$ cat src/rtl/dmem_pkg.sv
// Shared types and constants for the two-requester data-memory arbiter.
package dmem_pkg;
    localparam int ADDR_W = 5;

    localparam logic REQ_LSU = 1'b0;
    localparam logic REQ_DBG = 1'b1;

    typedef enum logic [1:0] {IDLE, ACCESS, MERGE, RESP} state_t;
endpackage

$ cat src/rtl/byte_merge.sv
// Combinational byte-lane merge: each strobed byte takes the new data, others keep the old word.
module byte_merge #(
    parameter  int BITS = 64,
    localparam int SW   = BITS / 8
) (
    input  logic [BITS-1:0] old_data,
    input  logic [BITS-1:0] new_data,
    input  logic [SW-1:0]   strb,
    output logic [BITS-1:0] merged
);
    for (genvar i = 0; i < SW; i++) begin : g_byte
        assign merged[8*i +: 8] = strb[i] ? new_data[8*i +: 8] : old_data[8*i +: 8];
    end
endmodule

$ cat src/rtl/dmem_arbiter.sv
// Round-robin arbiter sharing one single-port data memory between the LSU and the debug/DMA port.
// Sub-word stores are done as read-modify-write through a captured copy of the old word.
module dmem_arbiter
    import dmem_pkg::*;
#(
    parameter  int BITS  = 64,
    parameter  int DEPTH = 32,
    localparam int SW    = BITS / 8
) (
    input  logic              clk,
    input  logic              rst,
    input  logic              r0_valid,
    input  logic              r1_valid,
    output logic              r0_ready,
    output logic              r1_ready,
    input  logic              r0_we,
    input  logic              r1_we,
    input  logic [ADDR_W-1:0] r0_addr,
    input  logic [ADDR_W-1:0] r1_addr,
    input  logic [BITS-1:0]   r0_wdata,
    input  logic [BITS-1:0]   r1_wdata,
    input  logic [SW-1:0]     r0_strb,
    input  logic [SW-1:0]     r1_strb,
    output logic              r0_rvalid,
    output logic              r1_rvalid,
    output logic [BITS-1:0]   r0_rdata,
    output logic [BITS-1:0]   r1_rdata,
    output logic [ADDR_W-1:0] mem_endr,
    output logic              mem_We,
    output logic [BITS-1:0]   mem_din,
    input  logic [BITS-1:0]   mem_dout
);
    state_t              state, state_nxt;
    logic                last_grant;
    logic                grant_id;
    logic                accept;
    logic                lat_id;
    logic                lat_we;
    logic [ADDR_W-1:0]   lat_addr;
    logic [BITS-1:0]     lat_wdata;
    logic [SW-1:0]       lat_strb;
    logic [BITS-1:0]     resp_data;
    logic [BITS-1:0]     merge_old;
    logic [BITS-1:0]     merged;
    logic                in_range;

    // On a tie the requester that did not win last time is favoured.
    assign grant_id = (r0_valid && r1_valid) ? ~last_grant : r1_valid;
    assign in_range = (int'(lat_addr) < DEPTH);

    byte_merge #(.BITS(BITS)) u_merge (
        .old_data (merge_old),
        .new_data (lat_wdata),
        .strb     (lat_strb),
        .merged   (merged)
    );

    always_ff @(posedge clk) begin
        if (rst) begin
            state      <= IDLE;
            last_grant <= REQ_DBG;
            lat_id     <= REQ_LSU;
            lat_we     <= 1'b0;
            lat_addr   <= '0;
            lat_wdata  <= '0;
            lat_strb   <= '0;
            resp_data  <= '0;
            merge_old  <= '0;
        end else begin
            state <= state_nxt;
            if (accept) begin
                lat_id    <= grant_id;
                lat_we    <= grant_id ? r1_we    : r0_we;
                lat_addr  <= grant_id ? r1_addr  : r0_addr;
                lat_wdata <= grant_id ? r1_wdata : r0_wdata;
                lat_strb  <= grant_id ? r1_strb  : r0_strb;
            end
            if (state == ACCESS) begin
                resp_data <= in_range ? mem_dout : '0;
                merge_old <= mem_dout;
            end
            if (state == RESP)
                last_grant <= lat_id;
        end
    end

    // Outputs are forced quiet while rst is high so a write pending in the reset cycle never lands.
    always_comb begin
        state_nxt = state;
        accept    = 1'b0;
        r0_ready  = 1'b0;
        r1_ready  = 1'b0;
        r0_rvalid = 1'b0;
        r1_rvalid = 1'b0;
        r0_rdata  = '0;
        r1_rdata  = '0;
        mem_endr  = '0;
        mem_We    = 1'b0;
        mem_din   = '0;
        if (!rst) begin
            case (state)
                IDLE: begin
                    if (r0_valid || r1_valid) begin
                        accept    = 1'b1;
                        state_nxt = ACCESS;
                        if (grant_id == REQ_DBG) r1_ready = 1'b1;
                        else                     r0_ready = 1'b1;
                    end
                end
                ACCESS: begin
                    mem_endr  = lat_addr;
                    state_nxt = RESP;
                    if (lat_we && in_range) begin
                        if (&lat_strb) begin
                            mem_We  = 1'b1;
                            mem_din = lat_wdata;
                        end else if (|lat_strb) begin
                            state_nxt = MERGE;
                        end
                    end
                end
                MERGE: begin
                    mem_endr  = lat_addr;
                    mem_We    = 1'b1;
                    mem_din   = merged;
                    state_nxt = RESP;
                end
                RESP: begin
                    state_nxt = IDLE;
                    if (lat_id == REQ_LSU) begin
                        r0_rvalid = 1'b1;
                        r0_rdata  = lat_we ? '0 : resp_data;
                    end else begin
                        r1_rvalid = 1'b1;
                        r1_rdata  = lat_we ? '0 : resp_data;
                    end
                end
                default: state_nxt = IDLE;
            endcase
        end
    end
endmodule

$ cat config.mk
export PLATFORM = sky130hd
export DESIGN_NAME = dmem_arbiter
export DESIGN_NICKNAME = d
export VERILOG_FILES = /design/src/rtl/dmem_pkg.sv /design/src/rtl/byte_merge.sv /design/src/rtl/dmem_arbiter.sv
export SDC_FILE = /design/constraint.sdc
export NUM_CORES = 1
export LEC_CHECK = 0
export ABC_AREA = 0
export CORE_AREA = 2 2 167 169
export CTS_CLUSTER_DIAMETER = 60
export DETAILED_ROUTE_END_ITERATION = 8
export DIE_AREA = 0 0 169 171
export DONT_BUFFER_PORTS = 1
export HOLD_SLACK_MARGIN = 0.05
export PLACE_DENSITY_LB_ADDON = 0.15
export SYNTH_ARGS = -nofsm -noshare
export SYNTH_HDL_FRONTEND = slang
export SYNTH_SLANG_ARGS = --single-unit
$ cat constraint.sdc
create_clock -name clk -period 2.2 [get_ports clk]
set_input_delay 0.55 -clock clk [delete_from_list [all_inputs] [get_ports clk]]
set_output_delay 0.55 -clock clk [all_outputs]
set_load 0.01 [all_outputs]
; ---- After elaboration in Yosys (flattened, before gate mapping)
; Cells that the tools add are included.
[word_totals]
in_bits = 224
out_inout_bits = 202
ff_bits = 146
word_cells = 71
[op_classes]
bitwise = 1
eq_ne = 4
n_mux = 52
reduce_logical = 6
[ops]
columns = cell, count
row1 = $mux 64, 11
row2 = $pmux 64 s2, 1
row3 = $mux 8, 9
row4 = $mux 1, 25
row5 = $mux 5, 3
row6 = $pmux 2 s4, 1
row7 = $reduce_and 8->1, 1
row8 = $reduce_or 8->1, 1
row9 = $eq 2x2->1 const B, 2
row10 = $eq 2x1->1 const B, 1
row11 = $logic_not 2->1, 1
row12 = $mux 2, 1
row13 = $ne 2x2->1 const B, 1
row14 = $pmux 1 s2, 1
row15 = $reduce_or 2->1, 1
row16 = $logic_and 1x1->1, 1
row17 = $logic_or 1x1->1, 1
row18 = $not 1->1, 1

; ---- Longest topological paths before layout
[depth]
word_depth = 6
mapped_depth = 9

; ---- By module
; A second synthesis with hierarchy kept.
[unflattened]
hier_cells = 816
hier_area_um2 = 7998.9
[modules_own_cells]
columns = mod, cells_per_inst, n_inst, area_each_um2
row1 = dmem_arbiter, 744, 1, 6947.9
row2 = byte_merge, 72, 1, 1051.0

; ---- Worst setup path after synthesis
; Ideal clock, no wire load.
[synth_timing]
path_type = reg2out
from = reg state[0]
to = out mem_din[56]
path_buffers = 2
stages_incl_launch_ff = 8
arrival_time_ns = 1.563
setup_slack_ns = 0.087
cell_sequence = dfxtp_1 -> inv_1 -> ha_1 -> clkbuf_1 -> and2_0 -> clkbuf_1 -> o21ai_1 -> a21oi_1
[synth_via]
elab_chain_cells = 3
word_cells_on_any_way = 4
cone_classes = 2 x eq/ne / 2 x mux
[synth_rtl]
columns = element, line_no
row1 = from (decl), dmem_arbiter.sv:33  ; state_t state, state_nxt;
row2 = from (signal assigned), dmem_arbiter.sv:70  ; state <= state_nxt;
row3 = $eq 2x2->1 or $eq 2x1->1 (tied branches), dmem_arbiter.sv:101  ; case (state)
row4 = $pmux 64 s2 (*), dmem_arbiter.sv:101
row5 = $mux 64 (*), dmem_arbiter.sv:100  ; if (!rst) begin
row6 = to (decl), dmem_arbiter.sv:30  ; output logic [BITS-1:0] mem_din,
; Mark *: on every way between the ends. The rest lies on a longest branch, timed or not.

; ---- Worst setup path after layout
[layout_timing]
from = reg lat_strb[6]
to = out mem_din[6]
[layout_via]
elab_chain_cells = 5
[layout_rtl]
columns = element, line_no
row1 = from (decl), dmem_arbiter.sv:41  ; logic [SW-1:0] lat_strb;
row2 = from (signal assigned), dmem_arbiter.sv:76  ; lat_strb <= grant_id ? r1_strb : r0_strb;
row3 = $reduce_and 8->1, dmem_arbiter.sv:114  ; if (&lat_strb) begin
row4 = $mux 64, dmem_arbiter.sv:114
row5 = $mux 64, dmem_arbiter.sv:113  ; if (lat_we && in_range) begin
row6 = $pmux 64 s2, dmem_arbiter.sv:101
row7 = $mux 64, dmem_arbiter.sv:100
; Every way passes these cells.

==> qor.yml <==
worst-endpoint-arrival_ns: 2.02
worstRegToRegCells: 10
rsz0062_at_grt: "true"
diodes: 0
gp_congestion: 0.7570
ctsRootBufferMaster: "clkbuf_16"
worst_setup_path_end_kind: "output port"
n_fill_cell: 2763
htreeDepth: 4
grt_remaining_overflow: 0
grt_pass1_vias: 7209
path_class: "flop to output port"
cap_violations: 0
drt_iter0_markers: 679
hp-start: "rst"
grt_max_degree: 148
port-buffer-count: 0
yosys.cell_types.count: 35
dr_wl_met3_um: 2758
drt-pass1-iter-count: 8
synth_area_leaders: "dfxtp_1 (37%), a222oi_1 (9.9%), mux2i_1 (8.4%)"
hold_path_depth: 1
drv_slew: 0
drive_above_1_share_pct: 45.81
setup_slack_ns: -0.3650
synthFlopType: "dfxtp_1"
die_h_um: 171
setup_violations: 199
netlist_area_um2: 7868
antenna_found_initial: 1
synth_seq_cells: 146
timing.rr.end: "lat_wdata[32]"
highest_layer: "met5"
grt_usage_pct: 22.27
clock-sinks: 146
reg2reg_slack_ns: 0.12
status: "finished, violations left"
grt_first_pass_wirelength_um: 47780
synth_seq_area_share_pct: 37.15
start_util_pct: 28.79
crit_family: "simple AND/OR/NAND/NOR gates"
slowest_delay_ns: 0.33
wl_um: 34900
clockBufferDepth: 2
fin_nets: 1170
pwr_density_cell_nw_per_um2: 945.8
met2_length_um: 16390
fin_util_pct: 40.10
clock_skew_ns: 0.009264
yosys.area.top_type: "dfxtp_1"
cp.depth: 7
crit_required_ns: 1.65
vias_per_cell: 5.698
critPathLaunchType: "flop"
timing.hold.ws_ns: 0.1987
hold_viol_final: 0
area.growth.synth_to_final_pct: 39.27
syn_inst: 912
wl_met1_um: 14550
hpwl_um: 20900
via_count: 7408
worst_pin_slew_ns: 0.7170
path_cells: "nand4_1 -> nor4_4 -> buf_6 -> buf_12 -> buf_4 -> o21ai_2 -> a21oi_2"
fin_crit_ns: 2.565
drc: 0
slew-limit-headroom_pct: 52.20
critPathLaunch: "lat_strb[6]"
final_cells: 1300
violations: "setup timing"
path_buf_inv: 3
cts_buffers: 17
antenna_left: 0
cts_tree: "yes"
die_w_um: 169
crit_fanout: 6
wl_per_cell_um: 26.85
rows: 61
synth_edf_count: 0
dieArea_um2: 28900
worstSkewPairLatency_ns: 0.41
critPathSlowestCell: "dfxtp_2"
max_freq_ghz: 0.3899
placed_cells_incl_taps: 1209
reg2reg_from: "state[0]"
min_to: "lat_wdata[2]"
synth_top_area_share_pct: 37.15
ir_worst_vdd_mv: 0.5026
synthArstFlopShare_pct: 0
pin_count: 426
core_um2: 27320
post-place-ws_ns: -0.02043
leakagePower_nw: 3.765
yosysWarnings: 0
clkTransAtPathRegs_ns: 0.07
period_share_pct: 116.6
cts_hold_buf: 0
syn_avg_cell_area_um2: 8.627
syn-num-nets: 1141
hold_class: "primary input to flop"
-- flip-flops by register name, indices dropped and copies added (netlist names) --
register,cells
lat_we,1
state,2
lat_addr,5
merge_old,64
lat_wdata,64
lat_strb,8
lat_id,1
last_grant,1
-- repair_timing --
item / in CTS / in global routing
gates cloned: 21 / 5
pin swaps: 69 / 55
setup buffers: 29 / 16
hold endpoints to repair: 0 / 0
resized for setup: 216 / 64
setup endpoints to repair: 201 / 201
-- synth_stat cells, drive strengths merged (2+ instances only) --
master,count
dfxtp,146
nor2,146
a222oi,78
and2,77
nand2,70
and3,66
mux2i,66
o21ai,66
a21oi,64
buf,55
clkbuf,45
nor2b,7
ha,5
inv,5
and2b,3
nor3,2
or4,2
-- report_power, final --
part | switching, mW | internal [mW] | total [mW]
registers | 0.553 | 3.16 | 3.71
clock network | 1.28 | 1.73 | 3.00
logic | 2.03 | 1.62 | 3.65
-- metrics by stage --
step / area, um2 / TNS [ns] / power [mW]
6_report: 10960 / -49.69 / 10.36
5_1_grt: 10960 / -67.03 / 10.91
4_1_cts: 10620 / -55.80 / 10.30
3_5_place_dp: 8399 / -0.09799 / 6.655
3_3_place_gp: 8399 / -0.007929 / 6.651
2_1_floorplan: 7868 / 0 / 5.617
-- cells by family (layout without fill, tap and decap cells) --
group / Yosys count / in the layout / share of synthesized area (%)
simple gates: 377 / 377 / 23.30
mux: 66 / 66 / 8.397
buf+inv: 105 / 147 / 6.838
flops: 146 / 146 / 37.15
compound gates: 213 / 213 / 23.52
fa+ha+maj: 5 / 5 / 0.7952
-- per-layer routing --
layer / up-vias / track usage (%)
met5: - / 0
li1: 3358 / -
met3: 67 / 6.685
met1: 3578 / 27.39
met4: 2 / 9.402
met2: 403 / 36.30
-- layout by cell type (no fill, tap or decap), types with 5 or more instances in the layout --
cell,netlist,routed
a21oi_2,50,53
a21oi_4,0,9
a222oi_1,78,78
and2_4,0,71
and3_4,0,66
buf_12,5,19
buf_16,0,12
buf_4,0,45
buf_6,3,20
buf_8,0,5
clkbuf_16,0,22
dfxtp_1,146,140
mux2i_1,66,66
nand2_1,70,68
nor2_1,146,144
nor2b_1,7,5
o21ai_2,50,43
o21ai_4,0,21
-- area by class of cell --
| class | count | area (um2) | area share, % |
|---|---|---|---|
| clock buffer | 19 | 442.9 | 4.042 |
| clock inverter | 13 | 150.1 | 1.370 |
| inverter | 5 | 23.77 | 0.2170 |
| multi-input combinational | 661 | 5368 | 48.99 |
| sequential | 146 | 2935 | 26.79 |
| tap | 346 | 432.9 | 3.951 |
| timing repair buffer | 110 | 1604 | 14.64 |
-- worst max-delay path by stage --
stage	end	slack (ns)
4_1_cts	mem_din[41]	-0.39
3_5_place_dp	mem_din[33]	-0.02
6_report	mem_din[6]	-0.37
5_1_grt	mem_din[0]	-0.49
3_3_place_gp	mem_din[0]	-0.008
2_1_floorplan	mem_din[56]	0.09
Power figures use the tool's default switching activity.
